`src/rtl/sdpram_pkg.sv`:
```
// Shared types and helpers for the SDPRAM read-port arbiter.
package sdpram_pkg;

  localparam int MAX_REQ = 16;

  typedef logic [$clog2(MAX_REQ)-1:0] req_id_t;

  function automatic int addr_w(input int depth);
    return (depth > 1) ? $clog2(depth) : 1;
  endfunction

endpackage

```
`src/rtl/sdpram_tag_fifo.sv`:
```
// In-order FIFO of requester IDs for reads that are issued but not yet returned.
// A push and a pop in the same cycle are accepted even when the FIFO is full.
module sdpram_tag_fifo
  import sdpram_pkg::*;
#(
  parameter  int DEPTH = 4,
  localparam int CNT_W = $clog2(DEPTH + 1),
  localparam int PTR_W = (DEPTH > 1) ? $clog2(DEPTH) : 1
) (
  input  logic             clk,
  input  logic             rst,
  input  logic             push,
  input  req_id_t          push_id,
  input  logic             pop,
  output req_id_t          head,
  output logic [CNT_W-1:0] count,
  output logic             empty,
  output logic             full
);

  req_id_t          mem_q [DEPTH];
  logic [PTR_W-1:0] wr_ptr_q, wr_ptr_d;
  logic [PTR_W-1:0] rd_ptr_q, rd_ptr_d;
  logic [CNT_W-1:0] count_q, count_d;
  logic             do_push, do_pop;

  function automatic logic [PTR_W-1:0] ptr_inc(input logic [PTR_W-1:0] p);
    return (p == PTR_W'(DEPTH - 1)) ? '0 : p + 1'b1;
  endfunction

  assign empty   = (count_q == '0);
  assign full    = (count_q == CNT_W'(DEPTH));
  assign do_pop  = pop & ~empty;
  assign do_push = push & (~full | do_pop);
  assign head    = mem_q[rd_ptr_q];
  assign count   = count_q;

  // NOTE: every variable driven in always_comb gets a default first, so no path leaves it unassigned and no latch is inferred.
  always_comb begin
    wr_ptr_d = wr_ptr_q;
    rd_ptr_d = rd_ptr_q;
    if (do_push) wr_ptr_d = ptr_inc(wr_ptr_q);
    if (do_pop)  rd_ptr_d = ptr_inc(rd_ptr_q);
    count_d = count_q + CNT_W'(do_push) - CNT_W'(do_pop);
  end

  // NOTE: sequential state uses non-blocking assignments so every flop samples pre-edge values.
  always_ff @(posedge clk) begin
    if (rst) begin
      wr_ptr_q <= '0;
      rd_ptr_q <= '0;
      count_q  <= '0;
    end else begin
      wr_ptr_q <= wr_ptr_d;
      rd_ptr_q <= rd_ptr_d;
      count_q  <= count_d;
    end
  end

  // NOTE: storage is deliberately not reset; count/pointers alone define which entries are valid.
  always_ff @(posedge clk) begin
    if (do_push) mem_q[wr_ptr_q] <= push_id;
  end

endmodule

```
`src/rtl/sdpram_rd_arbiter.sv`:
```
// Round-robin arbiter sharing the read port of a simple dual-port RAM, with in-order response routing.
// Define SDPRAM_RD_ARB_PERF_EN to add the stall_cnt performance counter output.
module sdpram_rd_arbiter
  import sdpram_pkg::*;
#(
  parameter  int NUM_REQ         = 4,
  parameter  int DATA_WIDTH      = 32,
  parameter  int MEM_DEPTH       = 1024,
  parameter  int MAX_OUTSTANDING = 4,
  localparam int ADDR_WIDTH      = addr_w(MEM_DEPTH)
) (
  input  logic                          clk,
  input  logic                          rst,
  input  logic [NUM_REQ-1:0]            req_valid,
  input  logic [NUM_REQ*ADDR_WIDTH-1:0] req_addr,
  output logic [NUM_REQ-1:0]            req_ready,
  output logic [NUM_REQ-1:0]            rsp_valid,
  output logic [DATA_WIDTH-1:0]         rsp_data,
  output logic [ADDR_WIDTH-1:0]         addrb,
  output logic                          renb,
  input  logic [DATA_WIDTH-1:0]         doutb,
  input  logic                          dvalb,
  output logic                          err_orphan
`ifdef SDPRAM_RD_ARB_PERF_EN
  ,
  output logic [15:0]                   stall_cnt
`endif
);

  localparam int CNT_W = $clog2(MAX_OUTSTANDING + 1);

  req_id_t                last_grant_q, last_grant_d;
  logic [ADDR_WIDTH-1:0]  addrb_q;
  logic [NUM_REQ-1:0]     rsp_valid_q, rsp_valid_d;
  logic [DATA_WIDTH-1:0]  rsp_data_q, rsp_data_d;
  logic                   err_orphan_q, err_orphan_d;

  logic [2*NUM_REQ-1:0]   valid_dbl;
  logic                   pick_vld;
  int                     pick_off, pick_sum;
  logic                   issue_ok, grant_vld, pop_ok;
  req_id_t                grant_id;
  logic [ADDR_WIDTH-1:0]  addr_sel;

  req_id_t                tag_head;
  logic [CNT_W-1:0]       tag_cnt;
  logic                   tag_empty, tag_full;

  // A full tag FIFO still admits a read when a word returns in the same cycle.
  assign issue_ok = (int'(tag_cnt) < MAX_OUTSTANDING) || (tag_full && dvalb);
  assign pop_ok   = dvalb & ~tag_empty;

  // Rotate the request vector so bit 0 is the requester just after last_grant.
  always_comb begin
    valid_dbl = {req_valid, req_valid} >> (int'(last_grant_q) + 1);
    pick_vld  = 1'b0;
    pick_off  = 0;
    for (int j = NUM_REQ - 1; j >= 0; j--) begin
      if (valid_dbl[j]) begin
        pick_vld = 1'b1;
        pick_off = j;
      end
    end
    pick_sum = int'(last_grant_q) + 1 + pick_off;
    if (pick_sum >= NUM_REQ) pick_sum = pick_sum - NUM_REQ;
    grant_id  = req_id_t'(pick_sum);
    grant_vld = pick_vld & issue_ok & ~rst;
  end

  always_comb begin
    req_ready = '0;
    addr_sel  = addrb_q;
    for (int i = 0; i < NUM_REQ; i++) begin
      if (grant_vld && grant_id == req_id_t'(i)) begin
        req_ready[i] = 1'b1;
        addr_sel     = req_addr[i*ADDR_WIDTH +: ADDR_WIDTH];
      end
    end
    last_grant_d = grant_vld ? grant_id : last_grant_q;
  end

  always_comb begin
    for (int i = 0; i < NUM_REQ; i++) begin
      rsp_valid_d[i] = pop_ok && (tag_head == req_id_t'(i));
    end
    rsp_data_d   = pop_ok ? doutb : rsp_data_q;
    err_orphan_d = err_orphan_q | (dvalb & tag_empty);
  end

  sdpram_tag_fifo #(
    .DEPTH   (MAX_OUTSTANDING)
  ) u_tag_fifo (
    .clk     (clk),
    .rst     (rst),
    .push    (grant_vld),
    .push_id (grant_id),
    .pop     (dvalb),
    .head    (tag_head),
    .count   (tag_cnt),
    .empty   (tag_empty),
    .full    (tag_full)
  );

  always_ff @(posedge clk) begin
    if (rst) begin
      last_grant_q <= req_id_t'(NUM_REQ - 1);
      addrb_q      <= '0;
      rsp_valid_q  <= '0;
      rsp_data_q   <= '0;
      err_orphan_q <= 1'b0;
    end else begin
      last_grant_q <= last_grant_d;
      addrb_q      <= addr_sel;
      rsp_valid_q  <= rsp_valid_d;
      rsp_data_q   <= rsp_data_d;
      err_orphan_q <= err_orphan_d;
    end
  end

  assign renb       = grant_vld;
  assign addrb      = addr_sel;
  assign rsp_valid  = rsp_valid_q;
  assign rsp_data   = rsp_data_q;
  assign err_orphan = err_orphan_q;

`ifdef SDPRAM_RD_ARB_PERF_EN
  logic [15:0] stall_q, stall_d;

  always_comb begin
    stall_d = stall_q;
    if (|req_valid && !grant_vld && stall_q != 16'hFFFF) stall_d = stall_q + 16'd1;
  end

  always_ff @(posedge clk) begin
    if (rst) stall_q <= '0;
    else     stall_q <= stall_d;
  end

  assign stall_cnt = stall_q;
`endif

endmodule

```
`config.mk`:
```
export PLATFORM = sky130hd
export DESIGN_NAME = sdpram_rd_arbiter
export DESIGN_NICKNAME = d
export VERILOG_FILES = /design/src/rtl/sdpram_pkg.sv /design/src/rtl/sdpram_tag_fifo.sv /design/src/rtl/sdpram_rd_arbiter.sv
export SDC_FILE = /design/constraint.sdc
export NUM_CORES = 1
export LEC_CHECK = 0
export ABC_AREA = 0
export BUFFER_PORTS_ARGS = -buffer_cell sky130_fd_sc_hd__buf_2
export CELL_PAD_IN_SITES_DETAIL_PLACEMENT = 0
export CELL_PAD_IN_SITES_GLOBAL_PLACEMENT = 1
export CORE_ASPECT_RATIO = 0.8
export CORE_MARGIN = 10
export CORE_UTILIZATION = 37
export CTS_CLUSTER_DIAMETER = 200
export DETAILED_ROUTE_END_ITERATION = 10
export MAX_ROUTING_LAYER = met4
export PLACE_DENSITY = 0.77
export SYNTH_ARGS = -nofsm -noshare
export SYNTH_HDL_FRONTEND = slang
export SYNTH_SLANG_ARGS = --single-unit
```
`constraint.sdc`:
```
create_clock -name clk -period 7.8 [get_ports clk]
set_input_delay 1.56 -clock clk [delete_from_list [all_inputs] [get_ports clk]]
set_output_delay 1.56 -clock clk [all_outputs]
set_load 0.03 [all_outputs]
```
# Word level (Yosys, flattened, before mapping)
# Memory sizes are Yosys's and may differ from the RTL's. A register that Yosys moved wholly into a read port is not among the register bits.
# Cells that the tools add are included.
# word_totals
ff_bits,58
ramBits,16
in_bits,79
output_inout_bits,52
wordCells,74
mem_count,1
# op_classes
add_sub_neg,7
order_cmp,2
n_eq_ne,9
shifts,1
mux,23
bitwise,10
n_reduce_logical,13
# memory_table
name,depth,width,rd,rd_ports_with_merged_regs,write_ports,line,text
u_tag_fifo.mem_q,4,4,1,1,1,sdpram_tag_fifo.sv:21,req_id_t mem_q [DEPTH];
# op_table
cell,n
two-way mux 32 bit,3
two-way mux 10 bit,4
adder 6 x 32 -> 32 bit,1
greater-or-equal comparator 32 x 4 -> 1 bit (second input constant),1
right shift 8 x 32 -> 4 bit,1
== test 4 x 2 -> 1 bit (second input constant),4
two-way mux 1 bit,10
two-way mux 2 bit,5
logical AND 1 bit,9
== test 4 x 1 -> 1 bit (second input constant),2
zero test 4 bit,2
adder 4 x 1 -> 5 bit (second input constant),1
bitwise AND 1 bit,5
adder 2 x 1 -> 2 bit (second input constant),2
== test 2 bit (second input constant),2
two-way mux 4 bit,1
subtractor 4 bit (second input constant),1
adder 3 x 1 -> 3 bit,1
== test 3 bit (second input constant),1
zero test 3 bit,1
< comparator 3 bit (second input constant),1
NOT 1 bit,3
subtractor 3 x 1 -> 3 bit,1
OR 1 bit,2
logical OR 1 bit,1

# Longest topological paths before layout
# depth
word_depth,15
mapped_depth,21
mapped_depth_nobuf,19

# Modules after synthesis
# A second synthesis with hierarchy kept.
# hier_totals
hier_cells,374
area_unflattened_um2,3796.1
# by_module_without_submodules
module,n_inst,cells_each,area_per_inst_um2,seq_area_each_um2
sdpram_rd_arbiter,1,307,2743.9,1021.0
sdpram_tag_fifo,1,67,1052.3,660.6

# Worst setup path after synthesis
# Ideal clock, no wire load.
# synth_path
path_kind,input -> output
start,input port req_valid[0]
end,output port req_ready[2]
t_arrival_ns,5.552
required_time_ns,6.240
path_slack_ns,0.688
path_stages,18
n_path_buf,2
cell_sequence,nor2b_1 > mux2i_1 > or2_2 > a221oi_1 > o32a_1 > nor3_1 > ha_1 > fa_1 > xnor2_1 > xnor2_1 > inv_1 > ha_1 > a311o_1 > o31ai_4 > o211ai_4 > buf_6 > buf_6 > nor3b_1
# synth_via
elab_chain_len,11
elab_cells_between_ends,18
cone_classes,add/sub (2); order compare (1); eq/ne (1); shift (1); mux (10); bitwise (2); reduce/logical (1)
# synth_lines
element,line,text
"start, declared",sdpram_rd_arbiter.sv:14,"input logic [NUM_REQ-1:0] req_valid,"
right shift 8 x 32 -> 4 bit (*),sdpram_rd_arbiter.sv:55,"valid_dbl = {req_valid, req_valid} >> (int'(last_grant_q) + 1);"
two-way mux 2 bit,sdpram_rd_arbiter.sv:59,if (valid_dbl[j]) begin
two-way mux 32 bit (3 in series),sdpram_rd_arbiter.sv:59,
adder 6 x 32 -> 32 bit,sdpram_rd_arbiter.sv:64,pick_sum = int'(last_grant_q) + 1 + pick_off;
greater-or-equal comparator 32 x 4 -> 1 bit or subtractor 4 bit (tied branches),sdpram_rd_arbiter.sv:65,if (pick_sum >= NUM_REQ) pick_sum = pick_sum - NUM_REQ;
two-way mux 4 bit,sdpram_rd_arbiter.sv:65,
== test 4 x 2 -> 1 bit,sdpram_rd_arbiter.sv:74,if (grant_vld && grant_id == req_id_t'(i)) begin
logical AND 1 bit (*),sdpram_rd_arbiter.sv:74,
two-way mux 1 bit (*),sdpram_rd_arbiter.sv:74,
"end, declared",sdpram_rd_arbiter.sv:16,"output logic [NUM_REQ-1:0] req_ready,"
# Every way passes the cells marked *; elsewhere a longest branch is shown, timed or not.

# Worst setup path in the final report
# layout_path
start,input port req_valid[0]
end,output port addrb[0]
# layout_via
elab_chain_len,14
elab_cells_between_ends,27
cone_classes,add/sub (2); order compare (1); eq/ne (3); shift (1); mux (13); bitwise (2); reduce/logical (5)
# layout_lines
element,line,text
right shift 8 x 32 -> 4 bit (*),sdpram_rd_arbiter.sv:55,
two-way mux 2 bit,sdpram_rd_arbiter.sv:59,
two-way mux 32 bit (3 in series),sdpram_rd_arbiter.sv:59,
adder 6 x 32 -> 32 bit,sdpram_rd_arbiter.sv:64,
greater-or-equal comparator 32 x 4 -> 1 bit or subtractor 4 bit (tied branches),sdpram_rd_arbiter.sv:65,
two-way mux 4 bit,sdpram_rd_arbiter.sv:65,
zero test 4 bit,sdpram_rd_arbiter.sv:74,
logical AND 1 bit,sdpram_rd_arbiter.sv:74,
two-way mux 10 bit (3 in series),sdpram_rd_arbiter.sv:74,
two-way mux 10 bit (*),sdpram_rd_arbiter.sv:74,
"end, declared",sdpram_rd_arbiter.sv:19,"output logic [ADDR_WIDTH-1:0] addrb,"
# Marks and branches as above.

==> reports/metrics.csv <==
stage;metric;value;unit
yosys;synth_area;3820;sq um
sta;tightest_slew;948;ps
global_route;gr-total-overflow;0;
yosys;synth_commonest_cells;nand2_1, dfxtp_1, a21oi_1;
clock_network;postCtsHoldBufs;0;
clock_network;path_clk_slew;60;ps
setup_path;slowest_stage;fa_1;
yosys;synth_ff_type;dfxtp_1;
global_route;grt_busiest_layer;met2;
clock_network;cts-buffers-inserted;9;
sta;max_freq;0.134;GHz
yosys;seq_area_frac_synth;44.0;%
clock_network;clk_latency;330;ps
sta;drv_slew;0;
detailed_routing;ant_nets;0;
floorplanning;fp.dieW;134;um
place;postPlaceCellArea;4550;sq um
clock_network;cts-root-buf;clkbuf_16;
pwr;power_leakage;2.21;nW
clock_network;clk_path_buf_depth;2;
setup_path;worstSetupPathType;in -> out;
sta;max_slew_margin;36.4;%
clock_network;post_cts_buffers;0;
global_route;grt_util_met2;24.3;%
setup_path;path_max_fanout;9;
global_route;grt_pass1_vias;3428;
floorplanning;die_area;14800;sq um
setup_path;critical_path.max_stage_delay;480;ps
yosys;yosysMostFrequentCell;nand2_1;
global_route;met3_usage;4.12;%
detailed_routing;drt-vias-per-instance;4.91;
global_route;grt_util_all_layers;13.8;%
sta;hold_viol_final;0;
setup_path;path_cells;buf_2 -> nor2b_1 -> mux2i_1 -> or2_2 -> a221oi_1 -> o32a_1 -> nor3_1 -> ha_1 -> fa_1 -> xnor2_1 -> xnor2_1 -> inv_1 -> ha_1 -> nand2_1 -> nand2_1 -> o31ai_4 -> o211ai_4 -> or3_1 -> and3_1 -> buf_2;
detailed_routing;drt_iter0_drc;183;
final_layout;drive_gt1_share;34.6;%
pwr;power.density;482;nW/um^2
worst_hold_path;hp-class;reg -> reg;
global_route;grt_use_met1;15.1;%
final_layout;diodes;0;
run_status;status;finished, final reports clean;
clock_network;cts.sinks;76;
clock_network;h-tree-depth;3;
yosys;ys_ff_latch;76;
setup_path;worst_setup_path_start_kind;input port;
clock_network;cts_tree;yes;
sta;rsz0062_at_grt;false;
yosys;syn_inst;414;
setup_path;cp.arrival;5930;ps
yosys;ys_top_cells_by_area;dfxtp_1, edfxtp_1, nand2_1;
sta;min_period_over_period;96.0;%
setup_path;path_delay_family;simple AND/OR/NAND/NOR gates;
global_route;grt_max_degree;46;
setup_path;cp-end-kind;output pin;
global_route;antenna_found_initial;0;
floorplanning;core_area;10200;sq um
clock_network;cts_resized;0;
yosys;avgSynthCellArea;9.22;sq um
final_layout;finish.instance_area;4930;sq um
detailed_routing;dr.pass1.iters;4;
floorplanning;start_util;37.6;%
final_layout;fill_cells;1023;
yosys;async_reset_ff_share;0;%
yosys;yosysTopAreaCell;dfxtp_1;
final_layout;area_delta_synth_final;29.0;%
global_route;grt_pass1_wl;16.7;mm
place;dp_hpwl;7.38;mm
detailed_routing;vias;3356;
sta;finalClockSkew;2.69;ps
floorplanning;rows;33;
yosys;synth_nets;507;
place;gp_congestion;0.816;
sta;finalCriticalPeriod;7490;ps
place;port_buffers;130;
yosys;yosysWarnings;0;
detailed_routing;wire_per_inst;15.1;um
sta;setup_violations;0;
yosys;netlist.area_leader.share;31.5;%
setup_path;path_buf_inv;3;
floorplanning;ioPinCount;131;
detailed_routing;finalWirelength;10.3;mm
job;cap_violations;0;
setup_path;required;6240;ps
pwr;ir_drop;0.000175;V
sta;tns;0;ps
yosys;ys_types;54;
final_layout;nNetsFinal;631;
yosys;synth_edf_count;16;
floorplanning;die_h;111;um
detailed_routing;drc;0;
==> state kept, by name, summed over array words and instances, names as in the netlist, named ones only <==
name,count
u_tag_fifo.wr_ptr_q,2
last_grant_q,4
addrb_q,10
rsp_valid,4
u_tag_fifo.rd_ptr_q,2
u_tag_fifo.mem_q,16
err_orphan,1
rsp_data,32
u_tag_fifo.count,3
==> metrics by stage <==
step | cells | hold WS, ps | power [W] | utilization (%) | setup slack, ps
6_report | 683 | 451 | 0.00237 | 48.5 | 311
5_1_grt | 683 | 468 | 0.00255 | 48.5 | 11.6
4_1_cts | 678 | 452 | 0.00234 | 48.0 | 151
3_5_place_dp | 662 | 443 | 0.00189 | 44.8 | 153
3_3_place_gp | 662 | 439 | 0.00185 | 44.8 | 311
2_1_floorplan | 414 | 454 | 0.00161 | - | 688
==> worst reg2reg max path: cells and delay by family (launching register included) <==
family | cells | cell delay, ps
mux | 2 | 540
flops | 1 | 670
xor+xnor | 2 | 450
compound gates | 5 | 1280
buf+inv | 2 | 310
simple gates | 4 | 610
fa+ha+maj | 3 | 910
==> logic make-up (layout without fill, tap and decap cells) <==
kind of cell	count (synthesis)	count (layout)	share of synthesized area, %
adders and majority gates	14	14	4.98
AOI/OAI and AO/OA	85	86	15.3
and+or+nand+nor	160	160	18.3
buffers and inverters	43	171	4.82
DFF	76	76	44.0
muxes	30	30	11.2
xor gates and xnor gates	6	6	1.38
==> power breakdown <==
group | internal, W | switching (W) | total [W]
combinational | 0.000525 | 0.000790 | 0.00131
sequential | 0.000546 | 0.0000704 | 0.000617
clock | 0.000281 | 0.000161 | 0.000442
total | 0.00135 | 0.00102 | 0.00237
==> path summary, 6_finish.rpt <==
kind | start | to | slack, ps | cells past startpoint
hold reg to reg | rsp_data[19]$_SDFFE_PP0P_ | rsp_data[19]$_SDFFE_PP0P_ | 450 | 2
hold / removal | rsp_data[19]$_SDFFE_PP0P_ | rsp_data[19]$_SDFFE_PP0P_ | 450 | 2
setup / recovery | req_valid[0] | addrb[0] | 310 | 20
setup reg to reg | last_grant_q[0]$_SDFFE_PP1P_ | addrb_q[5]$_SDFF_PP0_ | 2920 | 18
==> layout by cell type, fill, tap and decap left out, types with 3 or more instances in the layout <==
cell type  netlist  final
a211oi_1         3      3
nor2_1          39     39
o221a_1          3      3
and3_1           3      3
o21ai_0          8      8
xnor2_1          5      5
mux2i_1          9      9
mux2_2          12     12
inv_1           15     15
nor3_1           9      9
or3_1            3      3
dfxtp_1         60     60
clkbuf_16        0      9
buf_2            6    130
edfxtp_1        16     16
nand2_1         81     81
and2_1           6      6
buf_4            0      7
nand2b_1         3      3
nand3_1          5      5
ha_1            12     12
mux4_2           9      9
nor2b_1          5      5
o221a_2          4      4
a21oi_1         47     47
==> layer usage <==
layer / wire, um / vias up
li1: - / 1695
met1: 4490 / 1593
met2: 5340 / 60
met3: 414 / 8
met4: 76 / 0
met5: 0 / -
==> area by class of cell <==
class / count / area, sq um / share of cell area [%]
clock buffers: 10 / 229 / 4.65
clock inverters: 6 / 87.6 / 1.78
inverters: 17 / 63.8 / 1.30
multi-input cells: 296 / 1970 / 39.9
flip-flops and latches: 76 / 1680 / 34.1
well taps: 140 / 175 / 3.56
repair buffers: 138 / 723 / 14.7
Power figures use the tool's default switching activity.
